<file path="src/rtl/palm_locator.sv">
// Streaming palm bounding-box extractor.
// Finds the tallest contiguous band of rows that each hold at least PALM_ROW_MIN white pixels
// and publishes its bounding box once per frame; an all-zero result means no palm was found.
module palm_locator #(
  parameter int unsigned IMAGE_WIDTH   = 120,
  parameter int unsigned IMAGE_HEIGHT  = 160,
  parameter int unsigned PALM_ROW_MIN  = 20,
  parameter int unsigned PALM_MIN_ROWS = 8
) (
  input  logic       clk,
  input  logic       rst,
  input  logic       object_image,
  input  logic       pixel_valid,
  input  logic       sof,
  output logic [7:0] palm_width,
  output logic [7:0] palm_height,
  output logic [7:0] start_of_palm_r,
  output logic [7:0] end_of_palm_r,
  output logic [7:0] start_of_palm_c,
  output logic [7:0] end_of_palm_c,
  output logic       frame_done
);

  localparam logic [7:0] LastCol = 8'(IMAGE_WIDTH - 1);
  localparam logic [7:0] LastRow = 8'(IMAGE_HEIGHT - 1);
  localparam logic [7:0] RowMin  = 8'(PALM_ROW_MIN);
  localparam logic [7:0] MinRows = 8'(PALM_MIN_ROWS);

  typedef enum logic [1:0] {StIdle, StScan, StFinal} state_e;

  state_e     state_q, state_d;
  logic [7:0] col_q, col_d, row_q, row_d;
  logic [7:0] row_white_q, row_white_d, row_min_q, row_min_d, row_max_q, row_max_d;
  logic       run_open_q, run_open_d;
  logic [7:0] run_start_q, run_start_d, run_len_q, run_len_d;
  logic [7:0] run_min_q, run_min_d, run_max_q, run_max_d;
  logic [7:0] best_start_q, best_start_d, best_len_q, best_len_d;
  logic [7:0] best_min_q, best_min_d, best_max_q, best_max_d;
  logic [7:0] width_q, width_d, height_q, height_d;
  logic [7:0] sr_q, sr_d, er_q, er_d, sc_q, sc_d, ec_q, ec_d;
  logic       done_q, done_d;

  // Scratch signals for the pixel currently being accepted.
  logic       accept;
  logic [7:0] pc, pr, white_base;
  logic [7:0] fin_start, fin_len, fin_min, fin_max;

  // Next-state: pixel accounting, row close, run/best tracking and final publish.
  always_comb begin
    state_d      = state_q;
    col_d        = col_q;
    row_d        = row_q;
    row_white_d  = row_white_q;
    row_min_d    = row_min_q;
    row_max_d    = row_max_q;
    run_open_d   = run_open_q;
    run_start_d  = run_start_q;
    run_len_d    = run_len_q;
    run_min_d    = run_min_q;
    run_max_d    = run_max_q;
    best_start_d = best_start_q;
    best_len_d   = best_len_q;
    best_min_d   = best_min_q;
    best_max_d   = best_max_q;
    width_d      = width_q;
    height_d     = height_q;
    sr_d         = sr_q;
    er_d         = er_q;
    sc_d         = sc_q;
    ec_d         = ec_q;
    done_d       = 1'b0;
    accept       = 1'b0;
    pc           = col_q;
    pr           = row_q;
    white_base   = 8'd0;
    fin_start    = best_start_q;
    fin_len      = best_len_q;
    fin_min      = best_min_q;
    fin_max      = best_max_q;

    case (state_q)
      StIdle:  accept = pixel_valid & sof;
      StScan:  accept = pixel_valid;
      default: accept = 1'b0;
    endcase

    // sof (from IDLE or mid-frame) restarts the frame at (0,0) and drops all run history.
    if (accept && sof) begin
      pc         = 8'd0;
      pr         = 8'd0;
      run_open_d = 1'b0;
      best_len_d = 8'd0;
    end

    if (accept) begin
      // Column 0 starts a fresh row, so the previous row's statistics are ignored.
      white_base  = (pc == 8'd0) ? 8'd0 : row_white_q;
      row_white_d = white_base + {7'd0, object_image};
      row_min_d   = (object_image && white_base == 8'd0) ? pc :
                    ((pc == 8'd0) ? 8'd0 : row_min_q);
      row_max_d   = object_image ? pc : ((pc == 8'd0) ? 8'd0 : row_max_q);
      state_d     = StScan;

      if (pc == LastCol) begin
        col_d = 8'd0;
        row_d = pr + 8'd1;
        if (row_white_d >= RowMin) begin
          if (run_open_d) begin
            run_len_d = run_len_d + 8'd1;
            if (row_min_d < run_min_d) run_min_d = row_min_d;
            if (row_max_d > run_max_d) run_max_d = row_max_d;
          end else begin
            run_open_d  = 1'b1;
            run_start_d = pr;
            run_len_d   = 8'd1;
            run_min_d   = row_min_d;
            run_max_d   = row_max_d;
          end
        end else begin
          // Strictly greater: on a tie the earlier band is kept.
          if (run_open_d && run_len_d > best_len_d) begin
            best_start_d = run_start_d;
            best_len_d   = run_len_d;
            best_min_d   = run_min_d;
            best_max_d   = run_max_d;
          end
          run_open_d = 1'b0;
        end
        if (pr == LastRow) state_d = StFinal;
      end else begin
        col_d = pc + 8'd1;
        row_d = pr;
      end
    end

    if (state_q == StFinal) begin
      // A band touching the bottom edge is still open here and competes like any other.
      if (run_open_q && run_len_q > best_len_q) begin
        fin_start = run_start_q;
        fin_len   = run_len_q;
        fin_min   = run_min_q;
        fin_max   = run_max_q;
      end
      if (fin_len >= MinRows) begin
        sr_d     = fin_start;
        er_d     = fin_start + fin_len - 8'd1;
        sc_d     = fin_min;
        ec_d     = fin_max;
        height_d = fin_len;
        width_d  = fin_max - fin_min + 8'd1;
      end else begin
        sr_d     = 8'd0;
        er_d     = 8'd0;
        sc_d     = 8'd0;
        ec_d     = 8'd0;
        height_d = 8'd0;
        width_d  = 8'd0;
      end
      run_open_d = 1'b0;
      done_d     = 1'b1;
      state_d    = StIdle;
    end
  end

  // State and statistics registers with asynchronous active-low clear.
  always_ff @(posedge clk or negedge rst) begin
    if (!rst) begin
      state_q      <= StIdle;
      col_q        <= '0;
      row_q        <= '0;
      row_white_q  <= '0;
      row_min_q    <= '0;
      row_max_q    <= '0;
      run_open_q   <= 1'b0;
      run_start_q  <= '0;
      run_len_q    <= '0;
      run_min_q    <= '0;
      run_max_q    <= '0;
      best_start_q <= '0;
      best_len_q   <= '0;
      best_min_q   <= '0;
      best_max_q   <= '0;
      width_q      <= '0;
      height_q     <= '0;
      sr_q         <= '0;
      er_q         <= '0;
      sc_q         <= '0;
      ec_q         <= '0;
      done_q       <= 1'b0;
    end else begin
      state_q      <= state_d;
      col_q        <= col_d;
      row_q        <= row_d;
      row_white_q  <= row_white_d;
      row_min_q    <= row_min_d;
      row_max_q    <= row_max_d;
      run_open_q   <= run_open_d;
      run_start_q  <= run_start_d;
      run_len_q    <= run_len_d;
      run_min_q    <= run_min_d;
      run_max_q    <= run_max_d;
      best_start_q <= best_start_d;
      best_len_q   <= best_len_d;
      best_min_q   <= best_min_d;
      best_max_q   <= best_max_d;
      width_q      <= width_d;
      height_q     <= height_d;
      sr_q         <= sr_d;
      er_q         <= er_d;
      sc_q         <= sc_d;
      ec_q         <= ec_d;
      done_q       <= done_d;
    end
  end

  assign palm_width      = width_q;
  assign palm_height     = height_q;
  assign start_of_palm_r = sr_q;
  assign end_of_palm_r   = er_q;
  assign start_of_palm_c = sc_q;
  assign end_of_palm_c   = ec_q;
  assign frame_done      = done_q;

endmodule

</file>
<file path="config.mk">
export PLATFORM = sky130hd
export DESIGN_NAME = palm_locator
export DESIGN_NICKNAME = d
export VERILOG_FILES = /design/src/rtl/palm_locator.sv
export SDC_FILE = /design/constraint.sdc
export NUM_CORES = 1
export LEC_CHECK = 0
export ABC_AREA = 1
export CAP_MARGIN = 25
export CORE_ASPECT_RATIO = 1.1
export CORE_MARGIN = 1.5
export CORE_UTILIZATION = 42
export DETAILED_ROUTE_END_ITERATION = 12
export DONT_BUFFER_PORTS = 1
export GPL_ROUTABILITY_DRIVEN = 0
export PLACE_DENSITY = 0.53
export SYNTH_ARGS = -nofsm -noshare
export SYNTH_HDL_FRONTEND = slang
export SYNTH_SLANG_ARGS = --single-unit
</file>
<file path="constraint.sdc">
create_clock -name clk -period 10.5 [get_ports clk]
set_clock_uncertainty 0.2 [all_clocks]
set_input_delay 2.1 -clock clk [delete_from_list [all_inputs] [get_ports clk]]
set_output_delay 2.1 -clock clk [all_outputs]
set_load 0.05 [all_outputs]
</file>
==> impl_results.md <==
- Worst skew pair latency: 0.43 ns
- CP Max Fanout: 35
- Fmax: 0.181 GHz
- Worst Hold Slack: 0.283 ns
- RSZ-0062 raised after global routing: false
- Worst hold path class: register to register
- Share of cells above drive strength 1: 6.09%
- Grt ovf: 0
- Routed Antenna Nets: 0
- Post-cts sizing count: 0
- Final hold vios: 0
- Leak pwr: 4.54 nW
- Initial antenna violation count: 0
- Residual DRC: 13
- 1st-iter DRT viols: 378
- Number of synthesized flops with an enable pin: 0
- Total track usage: 18.8%
- Core Rows: 54
- Gate Count Post-Synth: 1037
- Most common cell after layout, fill and taps aside: nand2_1
- Clock transition at path regs: 0.06 ns
- First-pass GRT wire length: 32.3 mm
- N_diodes: 0
- Distinct cells, synth: 47
- Max-slew violations: 0
- Die ar.: 0.0213 mm2
- Port bufs: 0
- Cts hold-fix bufs: 0
- CP Class: input pin to register
- Syn-to-layout area delta: 8.47%
- Crit path DAT: 5.65 ns
- Max_cap viols: 0
- Inserted Clock Buffers: 17
- CP Launch Type: input pin
- Post-Synth Simple-Gate Area: 18.9%
- CTS Buffer Depth: 2
- Post-DP HPWL: 13.1 mm
- Largest family of logic cells by synthesized area: simple AND/OR/NAND/NOR gates
- Clock Tree Root: clkbuf_16
- Flops & latches, synth: 156
- Power Density: 129 mW/mm2
- Fraction of the mapped netlist area in compound gates: 14.2%
- Synth Area in Adders: 9.64%
- Worst slew pin tran: 0.694 ns
- Commonest cells after routing, fill and taps aside: nand2_1 (260), dfrtp_1 (156), inv_1 (137), o21ai_0 (102), ha_1 (63)
- Post-Synth XOR/XNOR Area: 3.06%
- Failing checks: DRC
- Syn Area/Cell: 8.29 um2
- # fillers: 1997
- CTS tree: built
- Design Power: 1.21 mW
- Starting Density: 43.1%
- Post-Syn Nets: 1107
- WL final: 18.6 mm
- Post-CTS Setup Inserts: 0
- Sequential fraction of the synthesis area: 45.4%
- Peak VDD IR: 0.111 mV
- Run status: complete, but fails checks
- Worst slew margin: 53.6%
- Worst path required time: 10.63 ns
- Multi-input logic area: 0.00395 mm2
- First drt pass iteration count: 9
- Via count: 6383
- Main synth FF type: dfrtp_1
- Final Util: 46.8%
- Via density: 4.96
- Largest net degree at the start of global routing: 157
- Vias in the first global route: 6302
- Final nets: 1093
- # clock sinks: 156
- Die H: 153 um
- Synth async-reset ratio: 100%
- Reg area: 0.00390 mm2
- Cell Area, Synth: 0.00859 mm2
- Setup violators final: 0
- Chip width: 139 um
- Core ar.: 0.0199 mm2
- Final worst path period need: 5.52 ns
- Final period utilization: 52.6%
- # IOs: 54
- Mux share of post-synthesis cell area: 0%
- Yosys warning count: 0
- H-tree depth: 4
- Routed WL per cell: 14.5 um
- TNS Setup: 0 ns
- Worst setup EP type: register
[through the flow]
step / cell area [um2] / worst slack [ns] / instances
3_5_place_dp: 8760 / 4.52 / 1256
5_1_grt: 9320 / 4.55 / 1287
2_1_floorplan: 8590 / 5.34 / 1037
4_1_cts: 9320 / 4.95 / 1287
6_report: 9320 / 4.98 / 1287
3_3_place_gp: 8760 / 4.60 / 1256
[final timing paths]
check / from / endpoint / slack [ns] / cells past startpoint
min reg2reg: run_max_q[7]$_DFFE_PN0P_ / run_max_q[7]$_DFFE_PN0P_ / 0.28 / 2
max in group asynchronous: rst / col_q[7]$_DFFE_PN0N_ / 8.68 / 0
min in group asynchronous: rst / palm_height[6]$_DFFE_PN0P_ / 1.16 / 0
max reg2reg: run_len_q[1]$_DFFE_PN0P_ / palm_width[7]$_DFFE_PN0P_ / 5.88 / 25
max: pixel_valid / run_max_q[0]$_DFFE_PN0P_ / 4.98 / 17
min: run_max_q[7]$_DFFE_PN0P_ / run_max_q[7]$_DFFE_PN0P_ / 0.28 / 2
[area by class of cell]
class,count,share of cell area (%)
Timing Repair Buffer,6,0.483
Tap cell,252,3.38
Sequential cell,156,41.9
Clock buffer,20,4.79
Clock inverter,11,1.27
Inverter,144,5.80
Multi-Input combinational cell,698,42.4
[Yosys cell counts, types with 7 or more instances]
cell type	n	area share, %
nand2_1	260	11
dfrtp_1	156	45
inv_1	137	6.0
o21ai_0	102	5.9
ha_1	63	9.2
o21ai_1	50	2.9
nor2_1	47	2.1
a21oi_1	39	2.3
nand3_1	32	1.9
xor2_1	23	2.3
clkbuf_1	19	0.83
buf_2	11	0.64
nand4_1	9	0.66
nor3_1	9	0.52
a22oi_1	7	0.61
xnor2_1	7	0.71
[flip-flops by register name, summed over array words and instances (netlist names)]
signal           cells
best_len_q           8
best_max_q           8
best_min_q           8
best_start_q         8
col_q                8
end_of_palm_c        8
end_of_palm_r        8
frame_done           1
palm_height          8
palm_width           8
row_max_q            8
row_min_q            8
row_q                8
row_white_q          8
run_len_q            8
run_max_q            8
run_min_q            8
run_open_q           1
run_start_q          8
start_of_palm_c      8
start_of_palm_r      8
state_q              2
[critical path, stage by stage]
cell	delay, ns
nand3_4	0.32
nand2_1	0.28
ha_1	0.22
nand2_4	0.08
inv_2	0.05
nand2_1	0.40
a22oi_1	0.45
inv_1	0.08
ha_1	0.29
nand2_1	0.07
inv_1	0.05
nand3_1	0.07
o221ai_1	0.15
o21ai_0	0.13
a21oi_1	0.16
nand3_1	0.40
o21ai_0	0.31
[cell families after synthesis]
| family | Yosys count |
|---|---|
| buf+inv | 183 |
| flops | 156 |
| fa+ha+maj | 65 |
| simple gates | 378 |
| xor+xnor | 30 |
| compound gates | 225 |
[metal layers]
metal / part of all wire, % / routed length [um] / vias up / track usage, %
met2: 44 / 8200 / 95 / 27.9
met4: 1.5 / 275 / 0 / 6.18
met3: 4.0 / 738 / 18 / 4.17
li1: - / - / 3331 / -
met1: 51 / 9410 / 2939 / 27.1
met5: 0 / 0 / - / 0
[where the power goes]
group / switching, mW / total [mW] / internal [mW]
combinational: 0.00243 / 0.00422 / 0.00179
sequential: 0 / 0.601 / 0.601
clock: 0.247 / 0.600 / 0.354
total: 0.249 / 1.21 / 0.956
No activity file was read; power rests on OpenSTA's default activity.
